$ cat src/rtl/bound_flasher_pkg.sv
// Shared types and default levels for the bound-flasher LED controller.
// led_bhv_e  : behaviour code sent to the LED counter.
// fsm_state_e: sequencing FSM states, 3-bit encoding.
package bound_flasher_pkg;

    typedef enum logic [1:0] {
        DECREASE = 2'b00,
        INCREASE = 2'b01,
        PASS     = 2'b11
    } led_bhv_e;

    typedef enum logic [2:0] {
        IDLE = 3'd0,
        UP_A = 3'd1,
        DN_A = 3'd2,
        UP_B = 3'd3,
        DN_B = 3'd4,
        UP_C = 3'd5,
        DN_C = 3'd6
    } fsm_state_e;

    localparam int unsigned LED_NUMBER_DEF = 16;
    localparam int unsigned LVL_LO_DEF     = 5;
    localparam int unsigned LVL_MID_DEF    = 10;

endpackage

$ cat src/rtl/led_decoder.sv
// Count-to-thermometer decoder: led[i] = 1 iff i < count. Purely combinational.
// Ports:
//   count : in  CNT_W       number of glowing LEDs
//   led   : out LED_NUMBER  thermometer vector
module led_decoder #(
    parameter int unsigned LED_NUMBER = 16,
    parameter int unsigned CNT_W      = 5
) (
    input  logic [CNT_W-1:0]      count,
    output logic [LED_NUMBER-1:0] led
);

    always_comb begin
        led = '0;
        for (int unsigned i = 0; i < LED_NUMBER; i++) begin
            led[i] = (i < 32'(count));
        end
    end

endmodule

$ cat src/rtl/bound_flasher_ctrl.sv
// Sequencing FSM for the bound-flasher LED counter. Drives the counter's behaviour
// code from the FSM state and the fed-back count, and decodes count into a
// thermometer LED vector.
// Ports:
//   div_clk : in  1               divided clock, shared with the counter
//   rst     : in  1               synchronous active-high reset
//   flick   : in  1               start / kickback request, level-sensitive
//   count   : in  LED_NUMBER_W+1  glowing-LED count from the counter
//   led_bhv : out 2               00 DECREASE, 01 INCREASE, 11 PASS
//   state   : out 3               current FSM state (debug)
//   led     : out LED_NUMBER      thermometer decode of count
// Optional: define FLICK_SYNC_EN to pass flick through a 2-flop synchronizer.
module bound_flasher_ctrl
    import bound_flasher_pkg::*;
#(
    parameter int unsigned LED_NUMBER   = LED_NUMBER_DEF,
    parameter int unsigned LED_NUMBER_W = $clog2(LED_NUMBER),
    parameter int unsigned LVL_LO       = LVL_LO_DEF,
    parameter int unsigned LVL_MID      = LVL_MID_DEF
) (
    input  logic                    div_clk,
    input  logic                    rst,
    input  logic                    flick,
    input  logic [LED_NUMBER_W:0]   count,
    output logic [1:0]              led_bhv,
    output logic [2:0]              state,
    output logic [LED_NUMBER-1:0]   led
);

    localparam logic [LED_NUMBER_W:0] CNT_LO  = (LED_NUMBER_W + 1)'(LVL_LO);
    localparam logic [LED_NUMBER_W:0] CNT_MID = (LED_NUMBER_W + 1)'(LVL_MID);
    localparam logic [LED_NUMBER_W:0] CNT_HI  = (LED_NUMBER_W + 1)'(LED_NUMBER - 1);

    fsm_state_e state_q, state_d;
    led_bhv_e   bhv;
    logic       flick_use;

`ifdef FLICK_SYNC_EN
    logic flick_s1, flick_s2;

    always_ff @(posedge div_clk) begin
        if (rst) begin
            flick_s1 <= 1'b0;
            flick_s2 <= 1'b0;
        end else begin
            flick_s1 <= flick;
            flick_s2 <= flick_s1;
        end
    end

    assign flick_use = flick_s2;
`else
    assign flick_use = flick;
`endif

    always_ff @(posedge div_clk) begin
        if (rst) begin
            state_q <= IDLE;
        end else begin
            state_q <= state_d;
        end
    end

    // Any cycle that takes a transition issues PASS, so the counter holds for
    // exactly one cycle at each turnaround.
    always_comb begin
        state_d = state_q;
        bhv     = PASS;
        case (state_q)
            IDLE: begin
                if (flick_use) state_d = UP_A;
            end
            UP_A: begin
                if (count >= CNT_HI)       state_d = DN_C;
                else if (count == CNT_LO)  state_d = DN_A;
                else                       bhv     = INCREASE;
            end
            DN_A: begin
                if (count == '0) state_d = UP_B;
                else             bhv     = DECREASE;
            end
            UP_B: begin
                if (count >= CNT_HI) begin
                    state_d = DN_C;
                end else if (flick_use && (count == CNT_LO || count == CNT_MID)) begin
                    state_d = DN_A;
                end else if (count == CNT_MID) begin
                    state_d = DN_B;
                end else begin
                    bhv = INCREASE;
                end
            end
            DN_B: begin
                // <= so a count already below the target still turns around.
                if (count <= CNT_LO) state_d = UP_C;
                else                 bhv     = DECREASE;
            end
            UP_C: begin
                if (count > CNT_HI) begin
                    state_d = DN_C;
                end else if (flick_use && (count == CNT_MID || count == CNT_HI)) begin
                    state_d = DN_B;
                end else if (count == CNT_HI) begin
                    state_d = DN_C;
                end else begin
                    bhv = INCREASE;
                end
            end
            DN_C: begin
                if (count == '0) state_d = IDLE;
                else             bhv     = DECREASE;
            end
            default: state_d = IDLE;
        endcase
    end

    assign led_bhv = bhv;
    assign state   = state_q;

    led_decoder #(
        .LED_NUMBER (LED_NUMBER),
        .CNT_W      (LED_NUMBER_W + 1)
    ) u_led_decoder (
        .count (count),
        .led   (led)
    );

endmodule

$ cat config.mk
export PLATFORM = sky130hd
export DESIGN_NAME = bound_flasher_ctrl
export DESIGN_NICKNAME = d
export VERILOG_FILES = /design/src/rtl/bound_flasher_pkg.sv /design/src/rtl/led_decoder.sv /design/src/rtl/bound_flasher_ctrl.sv
export SDC_FILE = /design/constraint.sdc
export NUM_CORES = 1
export LEC_CHECK = 0
export ABC_AREA = 1
export BUFFER_PORTS_ARGS = -buffer_cell sky130_fd_sc_hd__buf_2
export CORE_MARGIN = 2
export CORE_UTILIZATION = 44
export DETAILED_ROUTE_END_ITERATION = 7
export PLACE_DENSITY = 0.77
export SETUP_SLACK_MARGIN = 0.5
export SLEW_MARGIN = 20
export SYNTH_ARGS = -nofsm -noshare
export SYNTH_HDL_FRONTEND = slang
export SYNTH_SLANG_ARGS = --single-unit
$ cat constraint.sdc
create_clock -name div_clk -period 1.5 [get_ports div_clk]
set_input_delay 0.15 -clock div_clk [delete_from_list [all_inputs] [get_ports div_clk]]
set_output_delay 0.15 -clock div_clk [all_outputs]
set_load 0.005 [all_outputs]
==> results of run 1 <==
==> worst min path at each step <==
| stage | from | end | cells after the start |
|---|---|---|---|
| after floorplan | rst | state[1] | 1 |
| after global placement | rst | state[2] | 2 |
| after detailed placement | rst | state[1] | 2 |
| after CTS | rst | state[0] | 2 |
| after global routing | rst | state[2] | 2 |
| final | rst | state[0] | 2 |
==> power groups by stage <==
stage                     Combinational (µW)  Sequential [µW]  Clock (µW)
final                                   1100              198         141
after global routing                    1180              205         150
after CTS                                902              190         148
after detailed placement                 686              221           0
after global placement                   669              220           0
after floorplan                          631              146           0
==> metrics by stage <==
stage	area, µm²	worst slack, ps	util (%)
2_1_floorplan	628	268	-
3_3_place_gp	746	87.9	58.8
3_5_place_dp	746	52.7	58.8
4_1_cts	915	-46.5	72.1
5_1_grt	993	-146	78.3
6_report	993	-50.1	78.3
==> Yosys cell counts <==
cell / n
a21oi_1: 5
a22oi_1: 1
a31oi_1: 1
buf_4: 4
dfxtp_1: 3
inv_1: 16
inv_2: 2
inv_4: 1
nand2_1: 24
nand2_2: 8
nand2_4: 1
nand3_1: 7
nand3_2: 4
nand3b_1: 1
nor2_1: 11
nor2_2: 4
nor2_4: 1
nor3_1: 2
nor4_1: 1
o21ai_0: 8
o31ai_1: 1
or2_2: 1
==> what timing repair did <==
action | 4_1_cts | 5_1_grt
buffers inserted | 7 | 5
endpoints found under the setup margin | 10 | 13
resized for setup | 29 | 12
cloned | 0 | 0
pin swaps | 3 | 7
==> metal layers <==
| layer | vias to the layer above | wire, µm | GRT usage, % |
|---|---|---|---|
| li1 | 414 | - | - |
| met1 | 404 | 1000 | 33.1 |
| met2 | 29 | 1170 | 47.2 |
| met3 | 6 | 85 | 3.89 |
| met4 | 0 | 44 | 16.7 |
| met5 | - | 0 | 0 |
==> layout make-up <==
class,count,share of cell area [%]
Multi-Input combinational cell,81,51.8
Timing Repair Buffer,40,27.7
Inverter,19,8.82
Sequential cell,3,7.18
Clock buffer,4,2.64
Tap cell,15,1.89
==> logic make-up after synthesis <==
logic type / count (synthesis) / share of synthesized area, %
buffers and inverters: 23 / 17.8
DFF: 3 / 10.3
AOI/OAI and AO/OA: 16 / 14.8
and+or+nand+nor: 65 / 57.2
==> flow_metrics.tcl, run 1 <==
set metrics [dict create \
    status "complete, but fails checks" \
    violations "setup timing" \
    ant_nets 0 \
    drcViolationCount 0 \
    synth_warnings 0 \
    worstSetupStartpoint "state[1]" \
    swShare_pct 50.1 \
    p_per_area_mw_per_mm2 1450 \
    grt.overflow.total 0 \
    grt_pass1_wl_um 2970 \
    clk_latency_ps 230 \
    gp_congestion 0.829 \
    cts_hold_buf 0 \
    die_y_um 40.4 \
    relSlewSlack_pct 80.1 \
    die-area_mm2 0.00164 \
    slew_viol_final 0 \
    ys_ff_latch 3 \
    power_leakage_uw 0.000492 \
    fin_skew_ps 0.889 \
    ys_seq_area_share_pct 10.3 \
    htree_levels 1 \
    crit_path_top_delay_cell "dfxtp_4" \
    routed_wirelength_um 2300 \
    crit_path_end "led_bhv[1]" \
    syn-num-nets 115 \
    synth_top_area_cell "nand2_1" \
    rows 13 \
    crit_family "compound AO/OA/AOI/OAI gates" \
    cts_tree "built" \
    final_cell_mix "buf_2 (22), nand2_1 (18), nand2_2 (12)" \
    synthDistinctLibCells 22 \
    via_per_inst 5.27 \
    synth_top_area_share_pct 15.4 \
    fin_cells 162 \
    root_buffer "clkbuf_4" \
    cts_buffers 3 \
    setup_ws_ps -50.1 \
    fin_crit_sh_pct 103 \
    crit_chain "nand2_2, inv_2, a22oi_1, o31ai_1, a31oi_1, nand2_1, buf_2" \
    path_class "reg2out" \
    area_growth_pct 70.0 \
    ff_latch_area_um2 71.3 \
    clk_pin_slew_ps 40 \
    report.final.setup_viol 1 \
    placed_cells 146 \
    rsz0062_at_grt "true" \
    vias 853 \
    drtPass1Iterations 4 \
    worstSetupStartpointType "flip-flop" \
    grt_usage_pct 28.1 \
    cts_buffer_depth 2 \
    finalSetupTns_ps -50.1 \
    layout.nets 156 \
    whs_ps 124 \
    cp.arrival_ps 1400 \
    vdd_drop_max_mv 1.23 \
    hold_violations 0 \
    drive_gt1_share_pct 61.9 \
    p_total_uw 1440 \
    boundaryPins 29 \
    cp.depth 7 \
    reg2reg_depth 8 \
    p_int_uw 718 \
    netlist_area_um2 584 \
    cp.buffers_inverters 2 \
    worst_setup_path_end_kind "output pin" \
    postSynthAreaPerCell_um2 5.46 \
    io_buffers 28 \
    hold_class "in2reg" \
    multi_input_area_um2 514 \
    seq_power_share_pct 13.8 \
    finalCriticalPeriod_ps 1550 \
    power.switching_uw 720 \
    fmax_ghz 0.645 \
    synthTopCellsByArea "nand2_1 (15%), dfxtp_1 (10%), inv_1 (10%)" \
    drt_iter0_drc 25 \
    routedWlPerCell_um 14.2 \
    critPathMaxStageDelay_ps 350 \
    final_common_cell "buf_2" \
    fp.dieW_um 40.4 \
    drv_cap 0 \
    antenna_found_initial 0 \
    num_antenna_cells 0 \
    grt_max_degree 11 \
    power.share.clock_pct 9.8 \
    rrSetupSlack_ps 0 \
    combPwrFrac_pct 76.4 \
    critPathMaxFanout 4 \
    clock_sinks 3 \
    fillers 97 \
    synthCells 107 \
    tightest_slew_ps 297 \
    r2r_end "state[2]" \
    timing.rr.start "state[0]" \
    initial_core_util_pct 46.1 \
    dp.final_hpwl_um 1320 \
    required_ps 1350 \
    largest_reg_flops 3 \
    grt_pass1_vias 682 \
    coreArea_mm2 0.00127 \
]
(Power assumes the default switching activity.)
==> run 2, diff against run 1 <==
Settings changed: CORE_MARGIN 2 to 1.5, MAX_ROUTING_LAYER set to met4.
==> run 2 against run 1 <==
  * The run still ends with setup timing left
  * Utilization grew 1.6 points
  * Clock skew grew 6.0 ps
  * Combinational power shrank 16%
  * Global-route usage grew 3.6 points
  * Largest cell class unchanged
==> flow_metrics.tcl, run 2 (synthesis results as in run 1) <==
set metrics [dict create \
    die_y_um 39.4 \
    vdd_drop_max_mv 1.19 \
    cts_hold_buf 0 \
    root_buffer "clkbuf_4" \
    routed_wirelength_um 2200 \
    fmax_ghz 0.635 \
    relSlewSlack_pct 82.4 \
    grt_pass1_wl_um 3150 \
    drive_gt1_share_pct 60.8 \
    htree_levels 1 \
    drt_iter0_drc 31 \
    clock_sinks 3 \
    dp.final_hpwl_um 1370 \
    critPathMaxStageDelay_ps 350 \
    final_cell_mix "buf_2 (24), nand2_1 (20), nand2_2 (10)" \
    fillers 90 \
    cp.arrival_ps 1420 \
    fin_skew_ps 6.93 \
    clk_pin_slew_ps 50 \
    routedWlPerCell_um 14.0 \
    grt_max_degree 11 \
    ant_nets 0 \
    via_per_inst 5.64 \
    wl_met1_um 883 \
    io_buffers 28 \
    grt_usage_pct 31.7 \
    hold_class "in2reg" \
    status "complete, but fails checks" \
    highest_layer "met4" \
    initial_core_util_pct 49.9 \
    layout.nets 152 \
    fin_util_pct 79.9 \
    grt.overflow.total 0 \
    vias 886 \
    crit_top_cell "nand2_1" \
    crit_chain "nand2_2, inv_4, nand2_4, nor2_4, nand2_2, nand2_1, nand2_1, a31oi_1, nand2_1, buf_2" \
    worstSetupStartpointType "flip-flop" \
    rows 12 \
    fp.dieW_um 39.4 \
    routed-wl-met3_um 165 \
    fin_crit_sh_pct 105 \
    slew_viol_final 0 \
    report.final.setup_viol 1 \
    grt_pass1_vias 704 \
    cts_tree "built" \
    power_leakage_uw 0.000464 \
    antenna_found_initial 0 \
    boundaryPins 29 \
    drv_cap 0 \
    wl_met2_um 1060 \
    crit_path_top_delay_cell "dfxtp_4" \
    violations "setup timing" \
    gp_congestion 0.800 \
    finalCriticalPeriod_ps 1570 \
    placed_area_um2 744 \
    p_per_area_mw_per_mm2 1360 \
    area_growth_pct 60.2 \
    cts_buffer_depth 2 \
    tightest_slew_ps 262 \
    cts_buffers 3 \
    setup_ws_ps -74.5 \
    crit_family "simple AND/OR/NAND/NOR gates" \
    whs_ps 115 \
    largest_reg_flops 3 \
    num_antenna_cells 0 \
    cp.buffers_inverters 2 \
    critPathMaxFanout 3 \
    required_ps 1350 \
    final_cell_area_um2 936 \
    die-area_mm2 0.00156 \
    hold_violations 0 \
    drcViolationCount 0 \
    coreArea_mm2 0.00117 \
    clk_latency_ps 260 \
    final_common_cell "buf_2" \
    rsz0062_at_grt "true" \
    drtPass1Iterations 4 \
    path_class "reg2out" \
    worst_setup_path_end_kind "output pin" \
]
## run 2: cell types whose count changed in the layout (fill, tap and decap cells not counted), moves of 2 or more
cell	before	now
inv_2	5	7
buf_2	22	24
nor2_2	5	3
nor2_4	2	5
buf_4	11	8
inv_1	9	7
nand2_2	12	10
buf_6	4	2
nand2_1	18	20
## run 2: final timing paths
path	from	slack [ps]	depth (start not counted)	to
hold / removal	rst	120	2	state[2]
hold reg to reg	state[2]	570	2	state[2]
setup reg to reg	state[0]	80	10	state[2]
setup / recovery	state[1]	-70	10	led_bhv[1]
## run 2: report_power, final
part	leakage (µW)	switching [µW]	internal, µW
logic	0.000422	545	381
clock network	0.0000150	61.7	101
registers	0.0000267	52.8	133
total	0.000464	660	615
## run 2: per-stage QoR
step                      total power (µW)  TNS (ps)  worst slack (ps)  cells
after detailed placement               902         0              70.2    145
after global placement                 894         0              88.7    145
after CTS                             1190     -21.4             -21.4    156
final                                 1270     -74.5             -74.5    157
after floorplan                        778         0               268    107
after global routing                  1360      -148              -148    157
## run 2: layout make-up
type,instances,area (µm²),area share (%)
tap,14,17.5,1.87
sequential,3,71.3,7.62
clock buffer,4,26.3,2.81
timing repair buffer,36,225,24.1
inverter,19,87.6,9.36
multi-input combinational,81,508,54.3
## run 2: worst reg2reg max path: stages (launching register included)
cell     delay (ps)
dfxtp_4         350
buf_4           160
nor3_2          200
nand2_1          90
nand2_2          90
nor2_2           40
nand2_2          80
inv_2            50
nand2_2          80
nand2_1          70
a21oi_2         140
## run 2: what timing repair did
item                                    CTS  global route
setup buffers                             7             1
gates resized for setup                  26            10
hold endpoints to repair                  0             0
pin swaps                                 3             1
endpoints found under the setup margin   10            13
## run 2: per-layer routing
metal	vias up	global-route usage, %
met3	11	7.39
met5	-	-
met4	0	24.1
met2	52	45.5
met1	412	37.7
li1	411	-
